File: config.mk
export PLATFORM = sky130hd
export DESIGN_NAME = strobe_fifo
export DESIGN_NICKNAME = d
export VERILOG_FILES = /design/src/rtl/fifo_ram.sv /design/src/rtl/strobe_fifo.sv
export SDC_FILE = /design/constraint.sdc
export NUM_CORES = 1
export LEC_CHECK = 0
export ABC_AREA = 1
export CAP_MARGIN = 10
export CELL_PAD_IN_SITES_DETAIL_PLACEMENT = 1
export CELL_PAD_IN_SITES_GLOBAL_PLACEMENT = 2
export CORE_AREA = 2 2 122 124
export CTS_BUF_LIST = sky130_fd_sc_hd__clkbuf_8
export CTS_CLUSTER_DIAMETER = 30
export DETAILED_ROUTE_END_ITERATION = 12
export DIE_AREA = 0 0 124 126
export PLACE_DENSITY = 0.77
export SYNTH_ARGS = -nofsm -noshare
export SYNTH_HDL_FRONTEND = slang
export SYNTH_SLANG_ARGS = --single-unit
File: constraint.sdc
create_clock -name clk -period 2.2 [get_ports clk]
set_input_delay 0.22 -clock clk [delete_from_list [all_inputs] [get_ports clk]]
set_output_delay 0.22 -clock clk [all_outputs]
set_load 0.005 [all_outputs]
File: src/rtl/fifo_ram.sv
// fifo_ram: simple dual-port word storage for strobe_fifo.
//   clk      - write clock (rising edge)
//   wr_en    - write enable for the synchronous write port
//   wr_addr  - write address
//   wr_data  - write word
//   rd_addr  - asynchronous read address
//   rd_data  - word stored at rd_addr (combinational read)
module fifo_ram #(
  parameter int unsigned WIDTH = 8,
  parameter int unsigned DEPTH = 16
) (
  input  logic                     clk,
  input  logic                     wr_en,
  input  logic [$clog2(DEPTH)-1:0] wr_addr,
  input  logic [WIDTH-1:0]         wr_data,
  input  logic [$clog2(DEPTH)-1:0] rd_addr,
  output logic [WIDTH-1:0]         rd_data
);

  logic [WIDTH-1:0] mem [DEPTH];

  // Storage is not reset; contents are don't-care until written.
  always_ff @(posedge clk) begin
    if (wr_en) begin
      mem[wr_addr] <= wr_data;
    end
  end

  assign rd_data = mem[rd_addr];

endmodule

File: src/rtl/strobe_fifo.sv
// strobe_fifo: queue fed by single-cycle write strobes, drained by a
// valid/ready consumer. Drops strobes when full and flags them stickily.
//   clk            - sole clock, rising edge
//   reset          - synchronous, active-high
//   strobe_in      - one-cycle write qualifier
//   data_in        - word captured when strobe_in=1
//   data_out       - head-of-queue word (meaningful when valid_out=1)
//   valid_out      - queue non-empty
//   ready_in       - consumer accepts data_out this cycle
//   count          - occupancy 0..DEPTH
//   almost_full    - DEPTH-count <= ALMOST
//   overflow       - sticky: a strobe was dropped
//   overflow_clear - clears overflow (a same-cycle drop wins)
module strobe_fifo #(
  parameter int unsigned WIDTH  = 8,
  parameter int unsigned DEPTH  = 16,
  parameter int unsigned ALMOST = 4
) (
  input  logic                     clk,
  input  logic                     reset,
  input  logic                     strobe_in,
  input  logic [WIDTH-1:0]         data_in,
  output logic [WIDTH-1:0]         data_out,
  output logic                     valid_out,
  input  logic                     ready_in,
  output logic [$clog2(DEPTH):0]   count,
  output logic                     almost_full,
  output logic                     overflow,
  input  logic                     overflow_clear
);

  localparam int unsigned PW = $clog2(DEPTH);
  localparam int unsigned CW = PW + 1;

  logic [PW-1:0] wr_ptr_q;
  logic [PW-1:0] rd_ptr_q;
  logic [CW-1:0] count_q;
  logic          overflow_q;

  logic pop_c;
  logic full_c;
  logic wr_acc_c;
  logic drop_c;

  // Pop only from a non-empty queue; a write into an empty queue is not
  // visible to the consumer until the following cycle.
  assign pop_c    = (count_q != '0) && ready_in;
  assign full_c   = (count_q == CW'(DEPTH));
  assign wr_acc_c = strobe_in && (!full_c || pop_c);
  assign drop_c   = strobe_in && full_c && !pop_c;

  // Pointer and occupancy tracking.
  always_ff @(posedge clk) begin
    if (reset) begin
      wr_ptr_q <= '0;
      rd_ptr_q <= '0;
      count_q  <= '0;
    end else begin
      if (wr_acc_c) begin
        wr_ptr_q <= wr_ptr_q + PW'(1);
      end
      if (pop_c) begin
        rd_ptr_q <= rd_ptr_q + PW'(1);
      end
      case ({wr_acc_c, pop_c})
        2'b10:   count_q <= count_q + CW'(1);
        2'b01:   count_q <= count_q - CW'(1);
        default: count_q <= count_q;
      endcase
    end
  end

  // Sticky drop flag; a drop in the clearing cycle keeps it set.
  always_ff @(posedge clk) begin
    if (reset) begin
      overflow_q <= 1'b0;
    end else if (drop_c) begin
      overflow_q <= 1'b1;
    end else if (overflow_clear) begin
      overflow_q <= 1'b0;
    end
  end

  fifo_ram #(
    .WIDTH (WIDTH),
    .DEPTH (DEPTH)
  ) u_ram (
    .clk     (clk),
    .wr_en   (wr_acc_c && !reset),
    .wr_addr (wr_ptr_q),
    .wr_data (data_in),
    .rd_addr (rd_ptr_q),
    .rd_data (data_out)
  );

  assign count       = count_q;
  assign valid_out   = (count_q != '0);
  assign overflow    = overflow_q;
  assign almost_full = ((32'(DEPTH) - 32'(count_q)) <= 32'(ALMOST));

endmodule
==> results of run 1 <==
## state kept, by name (all words and copies together), names as in the netlist, named ones only
name	cells
count	5
overflow	1
rd_ptr_q	4
u_ram.mem	128
wr_ptr_q	4
## cells in the final DEF, fill, tap and decap left out, types with 4 or more instances in the layout
| cell type | synthesis | final |
|---|---|---|
| clkinv_1 | 0 | 4 |
| clkbuf_8 | 0 | 17 |
| buf_4 | 1 | 33 |
| a21oi_2 | 1 | 11 |
| inv_2 | 4 | 5 |
| clkdlybuf4s50_1 | 0 | 19 |
| o21ai_1 | 3 | 22 |
| inv_1 | 55 | 56 |
| a21oi_1 | 41 | 31 |
| dfxtp_1 | 18 | 14 |
| o21ai_0 | 48 | 27 |
| nand3_2 | 3 | 4 |
| clkbuf_2 | 0 | 4 |
| o211ai_1 | 33 | 33 |
| nor2_1 | 22 | 21 |
| edfxtp_1 | 128 | 128 |
| ha_1 | 8 | 8 |
| mux2i_1 | 32 | 28 |
| buf_12 | 0 | 5 |
| nand2_1 | 35 | 35 |
| nand3_1 | 16 | 15 |
## logic make-up after synthesis
group / synth area share [%]
flip-flops: 68.4
AO/OA/AOI/OAI: 12.3
AND/OR/NAND/NOR: 6.13
buffers and inverters: 5.85
multiplexers: 5.21
adder cells (fa/ha/maj): 1.63
XOR/XNOR: 0.428
## final timing paths
check	start	end	slack, ns	depth (start not counted)
min reg2reg	rd_ptr_q[3]	register	0.44	1
max	register	data_out[2]	0.07	7
max reg2reg	count[3]	u_ram.mem[10][5]	0.21	10
min	overflow_clear	overflow	0.40	4
## metal layers
| layer | global-route usage [%] | vias to the layer above | wire length, µm |
|---|---|---|---|
| met5 | 0 | - | 0 |
| met2 | 33.2 | 82 | 7350 |
| li1 | - | 1890 | - |
| met3 | 4.94 | 23 | 696 |
| met1 | 27.0 | 2003 | 6930 |
| met4 | 7.01 | 0 | 252 |
## metrics by stage
step / TNS (ns) / util [%]
2_1_floorplan: 0 / -
3_3_place_gp: 0 / 47.7
4_1_cts: -0.0977 / 51.6
6_report: 0 / 52.3
3_5_place_dp: 0 / 47.7
5_1_grt: -0.213 / 52.3
## worst max-delay path: stages, from the launching register on
cell and delay, ns:
dfxtp_4 0.40, buf_12 0.13, buf_4 0.12, mux2i_1 0.20
o21ai_1 0.09, o211ai_1 0.30, nand2_1 0.09, buf_2 0.14
## report_power, final
group          internal (W)  switching (W)  leakage, nW  total, W
Clock               0.00109       0.000975        0.194   0.00206
Combinational      0.000925        0.00105         1.22   0.00197
Sequential          0.00309      0.0000697         1.30   0.00316
## area by class of cell
cell class | instances | area (µm²) | share of cell area (%)
inverter | 59 | 221 | 2.96
tap | 184 | 230 | 3.07
timing repair buffer | 74 | 781 | 10.4
sequential | 146 | 4210 | 56.3
clock inverter | 15 | 150 | 2.00
clock buffer | 17 | 234 | 3.12
multi-input combinational | 256 | 1660 | 22.2
## repair_timing
action,in CTS,in global routing
setup buffers,7,3
pin swaps,13,20
gates cloned,2,2
endpoints found under the setup margin,9,20
resized for setup,43,37
==> metrics.txt, run 1 <==
Initial DRC Count 285; number of antenna violations at the first check in global routing 0; detail-routed net length per standard cell 20.3 µm; number of inserted filler cells in the final layout 1499; initial core utilization 42.9%; Max Fclk 0.469 GHz; CTS tree built; most common cell in the synthesized netlist edfxtp_1; Horiz. Die Dim 124 µm; sequential-to-total area share from yosys stat 68.4%; net count after synthesis 505; critical path data arrival time 1.91 ns; final critical path time including I/O delays and setup 2.13 ns; pin count of the biggest net entering global routing 34; post-route DRC violation count 0; area of the die 15600 µm²; relative area change from synthesis to final layout 22.0%; leakage power of the design 2.72 nW; half-perimeter wire length after detailed placement 9.33 mm; number of hold buffers added after cts 0; Post-Route WL 15.2 mm; power density normalized to cell area 961 nW/µm²; Peak supply drop 0.000440 V; number of warning messages in the yosys log 0; class of the worst hold path in2reg; number of global-route vias before repair 4078; First-pass DRT Iterations 4; routability congestion estimate 0.802; Data required, critical path 1.98 ns; count of maximum capacitance violations 0; final worst slack 0.0672 ns; die span in y 126 µm; number of vias per cell 5.32; Root Driver clkbuf_8; total via count after detailed routing 3998; setup repair after global routing missed its margin yes; area post-placement 6820 µm²; placement-stage worst setup slack 0.0750 ns; global-route wire length before repair 23.0 mm; cell count after placement 705; crit-path max FO 4; deepest clock path buffer count 2; I/O Buffers 28; Post-Syn Area 6140 µm²; number of flip-flops and latches in the synthesized netlist 146; Setup violations, final 0; Synth area leader edfxtp_1; number of buffers inserted during clock tree synthesis 17; outcome completed; Final Non-Filler Cells 751; fraction of registers with async set/reset 0%; clock insertion delay at the later pin of the skew report 0.46 ns; Slew HR 52.3%; Critical Path Source Type register; number of cell rows 44; transition time at the pin with the least slew margin 0.713 ns; final design area excluding fillers 7490 µm²; max-slew violation total from the final report 0; Final Net Count 575; Core Area 14300 µm²; final hold violation count 0; post-synthesis average cell area 12.7 µm²; Top FF cell, synth edfxtp_1; final period utilization 96.9%; most frequent cells after synthesis edfxtp_1 (128), inv_1 (55), o21ai_0 (48); final hold slack 0.403 ns; GRT Overall Usage 20.5%; count of antenna-violating nets left after detailed routing 0; post-synthesis cell count 484; fraction of final layout cells sized beyond drive strength 1 20.6%; overall power 0.00720 W; count of flip-flops with a built-in enable after synthesis 128; Fin Clk Skew 0.0127 ns; Area contributors post-synth edfxtp_1 (63%), dfxtp_1 (5.9%), mux2i_1 (5.2%); CTS H-tree depth 4; CTS sink cnt 146; category of the critical setup timing path reg2out; overall overflow remaining after global route 0; Clock Pin Slew Worst Setup and Hold Paths 0.07 ns; nature of the critical path endpoint output pin; distinct cell type count of the synthesized netlist 32; n_diodes 0; Synth top area share 62.6%; IO Count 29
Note: power is estimated with default switching activity, not from simulation.
==> run 2: changes to the inputs <==
- CTS_BUF_LIST: sky130_fd_sc_hd__clkbuf_8 -> sky130_fd_sc_hd__clkbuf_2 sky130_fd_sc_hd__clkbuf_4 sky130_fd_sc_hd__clkbuf_8
==> run 2 against run 1 <==
  * Sequential share of layout area down 0.056 points
  * Critical endpoint is now data_out[1]
  * Fmax up 0.67%
  * Largest cell class unchanged
  * First-iteration DRC count up 0.70%
  * Highest routed layer unchanged
  * Total power up 0.44%
==> metrics.txt, run 2 (synthesized netlist as in run 1, its figures left out) <==
setup repair after global routing missed its margin yes; nature of the critical path endpoint output pin; outcome completed; total via count after detailed routing 3973; Root Driver clkbuf_8; Slew HR 49.9%; WL met1 6.70 mm; Clock Pin Slew Worst Setup and Hold Paths 0.07 ns; routability congestion estimate 0.802; power density normalized to cell area 964 nW/µm²; max layer used met4; First-pass DRT Iterations 4; relative area change from synthesis to final layout 22.1%; placement-stage worst setup slack 0.0750 ns; detail-routed net length per standard cell 20.2 µm; Setup violations, final 0; number of vias per cell 5.29; reg-to-reg critical path startpoint count[3]; transition time at the pin with the least slew margin 0.749 ns; final hold violation count 0; Initial DRC Count 287; final design area excluding fillers 7500 µm²; leakage power of the design 2.72 nW; CTS tree built; area of the die 15600 µm²; Horiz. Die Dim 124 µm; fraction of final layout cells sized beyond drive strength 1 21.0%; I/O Buffers 28; Data required, critical path 1.98 ns; deepest clock path buffer count 2; Peak supply drop 0.000440 V; pin count of the biggest net entering global routing 34; category of the critical setup timing path reg2out; Post-Route WL 15.2 mm; die span in y 126 µm; final worst slack 0.0813 ns; post-route DRC violation count 0; Core Area 14300 µm²; CTS sink cnt 146; number of cell rows 44; class of the worst hold path in2reg; area post-placement 6820 µm²; max-slew violation total from the final report 0; top library cells by usage in the layout, fill and taps aside edfxtp_1 (128), inv_1 (54), nand2_1 (35); final period utilization 96.3%; crit-path max FO 17; start point of the worst hold path overflow_clear; Fin Clk Skew 0.0132 ns; clock insertion delay at the later pin of the skew report 0.45 ns; detailed route wirelength on metal3 747 µm; count of antenna-violating nets left after detailed routing 0; Top Registers u_ram.mem: 128 flops, count: 5 flops; overall overflow remaining after global route 0; critical path data arrival time 1.90 ns; half-perimeter wire length after detailed placement 9.33 mm; count of maximum capacitance violations 0; most common cell after layout, fill and taps aside edfxtp_1; IO Count 29; WL met2 7.47 mm; number of antenna violations at the first check in global routing 0; Critical Path Source Type register; Top reg by flops u_ram.mem; number of global-route vias before repair 4077; n_diodes 0; number of buffers inserted during clock tree synthesis 17; Final Net Count 575; initial core utilization 42.9%; CTS H-tree depth 4; global-route wire length before repair 23.0 mm; GRT Overall Usage 20.5%; Max Fclk 0.472 GHz; max FFs per register 128; final critical path time including I/O delays and setup 2.12 ns
-- run 2: cell count changes in the layout (fill, tap and decap cells not counted), sizes merged --
cell and delta:
inv -2, clkbuf +2
-- run 2: power by group --
| group | switching, W | internal (W) | total (W) |
|---|---|---|---|
| combinational | 0.00104 | 0.000925 | 0.00197 |
| clock | 0.000976 | 0.00112 | 0.00210 |
| sequential | 0.0000690 | 0.00309 | 0.00316 |
-- run 2: repair_timing --
| item | 4_1_cts | 5_1_grt |
|---|---|---|
| hold endpoints to repair | 0 | 0 |
| pin swaps | 13 | 20 |
| cloned | 2 | 2 |
| buffers inserted | 7 | 3 |
| gates resized for setup | 43 | 37 |
| hold buffers | 0 | 0 |
| setup endpoints to repair | 9 | 20 |
-- run 2: final cells by class --
class | instances | area [µm²]
Timing Repair Buffer | 74 | 781
Multi-Input combinational cell | 256 | 1660
Clock buffer | 19 | 249
Sequential cell | 146 | 4210
Inverter | 59 | 221
Tap cell | 184 | 230
Clock inverter | 13 | 143
Fill cell | 1497 | 6820
-- run 2: worst paths after layout --
check                 to  slack (ns)  cells past startpoint
min             overflow        0.40                      4
max          data_out[1]        0.08                      7
min reg2reg     register        0.44                      1
max reg2reg     count[2]        0.21                     16
-- run 2: worst max-delay path, stage by stage (launching register included) --
cell and delay, ns:
dfxtp_4 0.38, buf_12 0.14, buf_16 0.15, mux2i_1 0.12, o211ai_1 0.22, o211ai_1 0.12
nand2_1 0.10, clkdlybuf4s15_2 0.20
-- run 2: through the flow --
stage | std cells | util [%] | TNS, ns | hold slack [ns] | total power [W]
after global placement | 705 | 47.7 | 0 | 0.427 | 0.00483
after global routing | 751 | 52.4 | -0.202 | 0.409 | 0.00761
after detailed placement | 705 | 47.7 | 0 | 0.433 | 0.00487
final | 751 | 52.4 | 0 | 0.404 | 0.00723
after CTS | 746 | 51.7 | -0.0977 | 0.382 | 0.00715
after floorplan | 484 | - | 0 | 0.282 | 0.00421
-- run 2: layer usage --
layer / up-vias / GRT usage [%]
li1: 1886 / -
met1: 1981 / 27.1
met2: 87 / 33.2
met3: 19 / 4.94
met4: 0 / 7.01
met5: - / 0
==> run 3: changes to the inputs <==
- CORE_AREA: 2 2 122 124 -> 2 2 127 129
- DIE_AREA: 0 0 124 126 -> 0 0 129 131
- PLACE_DENSITY: 0.77 -> 0.75
- TNS_END_PERCENT: unset -> 5
- clock period: 2.2 -> 1.7 ns (I/O delays scaled with it)
==> run 3 against run 2 <==
  * The flow now finishes with violations (negative setup slack)
  * Setup slack got worse by 0.52 ns
  * Non-clock buffer count increased by 42
  * Total power increased by 41%
  * Register-to-register slack got worse by 0.44 ns
  * Critical path type unchanged
  * Largest power group unchanged
  * Highest routed layer unchanged
==> metrics.txt, run 3 (synthesized netlist as in run 1, its figures left out) <==
Max Fclk 0.467 GHz; max-slew violation total from the final report 0; area of the die 16900 µm²; crit-path max FO 6; power density normalized to cell area 1220 nW/µm²; violated checks negative setup slack; total via count after detailed routing 4256; max FFs per register 128; leakage power of the design 3.04 nW; setup repair after global routing missed its margin yes; category of the critical setup timing path reg2out; Peak supply drop 0.000549 V; GRT Overall Usage 20.9%; nature of the critical path endpoint output pin; Setup violations, final 143; most common cell after layout, fill and taps aside edfxtp_1; WL met1 6.61 mm; Fin Clk Skew 0.0102 ns; number of buffers inserted during clock tree synthesis 17; FF-to-FF path depth 9; relative area change from synthesis to final layout 36.5%; detail-routed net length per standard cell 20.1 µm; final period utilization 126%; deepest clock path buffer count 2; die span in y 131 µm; Root Driver clkbuf_8; n_diodes 0; final worst slack -0.441 ns; placement-stage worst setup slack -0.248 ns; Initial DRC Count 300; outcome finished, violations left; count of maximum capacitance violations 0; final hold violation count 0; transition time at the pin with the least slew margin 0.694 ns; number of inserted filler cells in the final layout 1554; final critical path time including I/O delays and setup 2.14 ns; Horiz. Die Dim 129 µm; Top Registers u_ram.mem: 128 flops, count: 5 flops; max layer used met4; number of vias per cell 5.16; half-perimeter wire length after detailed placement 10.4 mm; CTS H-tree depth 4; reg-to-reg critical path startpoint count[3]; Core Area 15600 µm²; number of hold buffers added after cts 0; Final Net Count 617; Data required, critical path 1.53 ns; Slew HR 53.6%; CTS sink cnt 146; number of antenna violations at the first check in global routing 1; number of global-route vias before repair 4509; Critical Path Source Type register; global-route wire length before repair 25.6 mm; detailed route wirelength on metal3 791 µm; critical path data arrival time 1.97 ns; I/O Buffers 28; number of cell rows 46; post-route DRC violation count 0; final hold slack 0.349 ns; Clock Pin Slew Worst Setup and Hold Paths 0.07 ns; initial core utilization 39.4%; count of antenna-violating nets left after detailed routing 0; Top reg by flops u_ram.mem; pin count of the biggest net entering global routing 22; Post-Route WL 16.6 mm; class of the worst hold path in2reg; IO Count 29; Worst R2R End u_ram.mem[2][7]; First-pass DRT Iterations 5; CTS tree built; fraction of final layout cells sized beyond drive strength 1 34.0%; routability congestion estimate 0.776; top library cells by usage in the layout, fill and taps aside edfxtp_1 (128), inv_1 (51), buf_4 (50); critical path endpoint data_out[7]; clock insertion delay at the later pin of the skew report 0.46 ns; overall overflow remaining after global route 0; worst-case register-to-register setup slack -0.23 ns; WL met2 8.84 mm
-- run 3: where the power goes --
part / leakage [nW] / switching [W] / total, W / internal (W)
Combinational: 1.52 / 0.00159 / 0.00320 / 0.00161
Sequential: 1.30 / 0.0000843 / 0.00409 / 0.00400
Clock: 0.220 / 0.00126 / 0.00292 / 0.00166
Total: 3.04 / 0.00294 / 0.0102 / 0.00727
-- run 3: worst max-delay path, stage by stage, from the launching register on --
cell,delay (ns)
dfxtp_4,0.42
buf_12,0.12
buf_12,0.10
buf_6,0.09
mux2i_1,0.20
o21ai_1,0.12
o211ai_1,0.23
nand2_1,0.10
buf_2,0.13
-- run 3: layout make-up --
class	count	area, µm²	area share [%]
Sequential cell	146	4220	50.3
Clock inverter	5	103	1.22
Clock buffer	27	322	3.84
Tap cell	216	270	3.22
Timing Repair Buffer	116	1370	16.3
Inverter	59	224	2.67
Multi-Input combinational cell	256	1880	22.4
-- run 3: worst min path at each step --
stage                  endpoint  cells past startpoint      startpoint  slack, ns
finish                 overflow                      4  overflow_clear       0.35
global route           overflow                      4  overflow_clear       0.36
CTS                    overflow                      4  overflow_clear       0.33
detailed placement  rd_ptr_q[3]                      1     rd_ptr_q[3]       0.43
floorplan              count[4]                      1           reset       0.23
global placement    rd_ptr_q[3]                      1     rd_ptr_q[3]       0.43
-- run 3: repair_timing --
item,CTS,global route
pin swaps,33,16
endpoints found under the setup margin,144,151
resized for setup,97,23
buffers inserted,14,0
cloned,5,1
-- run 3: routing by layer --
layer | up-vias | GRT usage, %
li1 | 1978 | -
met1 | 2157 | 23.5
met2 | 95 | 38.2
met3 | 26 | 5.29
met4 | 0 | 8.44
met5 | - | 0
-- run 3: stage by stage --
step	TNS, ns	cell area [µm²]	util (%)	std cells	power (W)
final	-22.98	8380	53.7	825	0.0102
after global routing	-41.40	8380	53.7	825	0.0107
after CTS	-28.64	8290	53.1	824	0.0101
after detailed placement	-25.54	7530	48.3	774	0.00677
after global placement	-21.05	7530	48.3	774	0.00669
after floorplan	-11.69	6310	-	484	0.00554
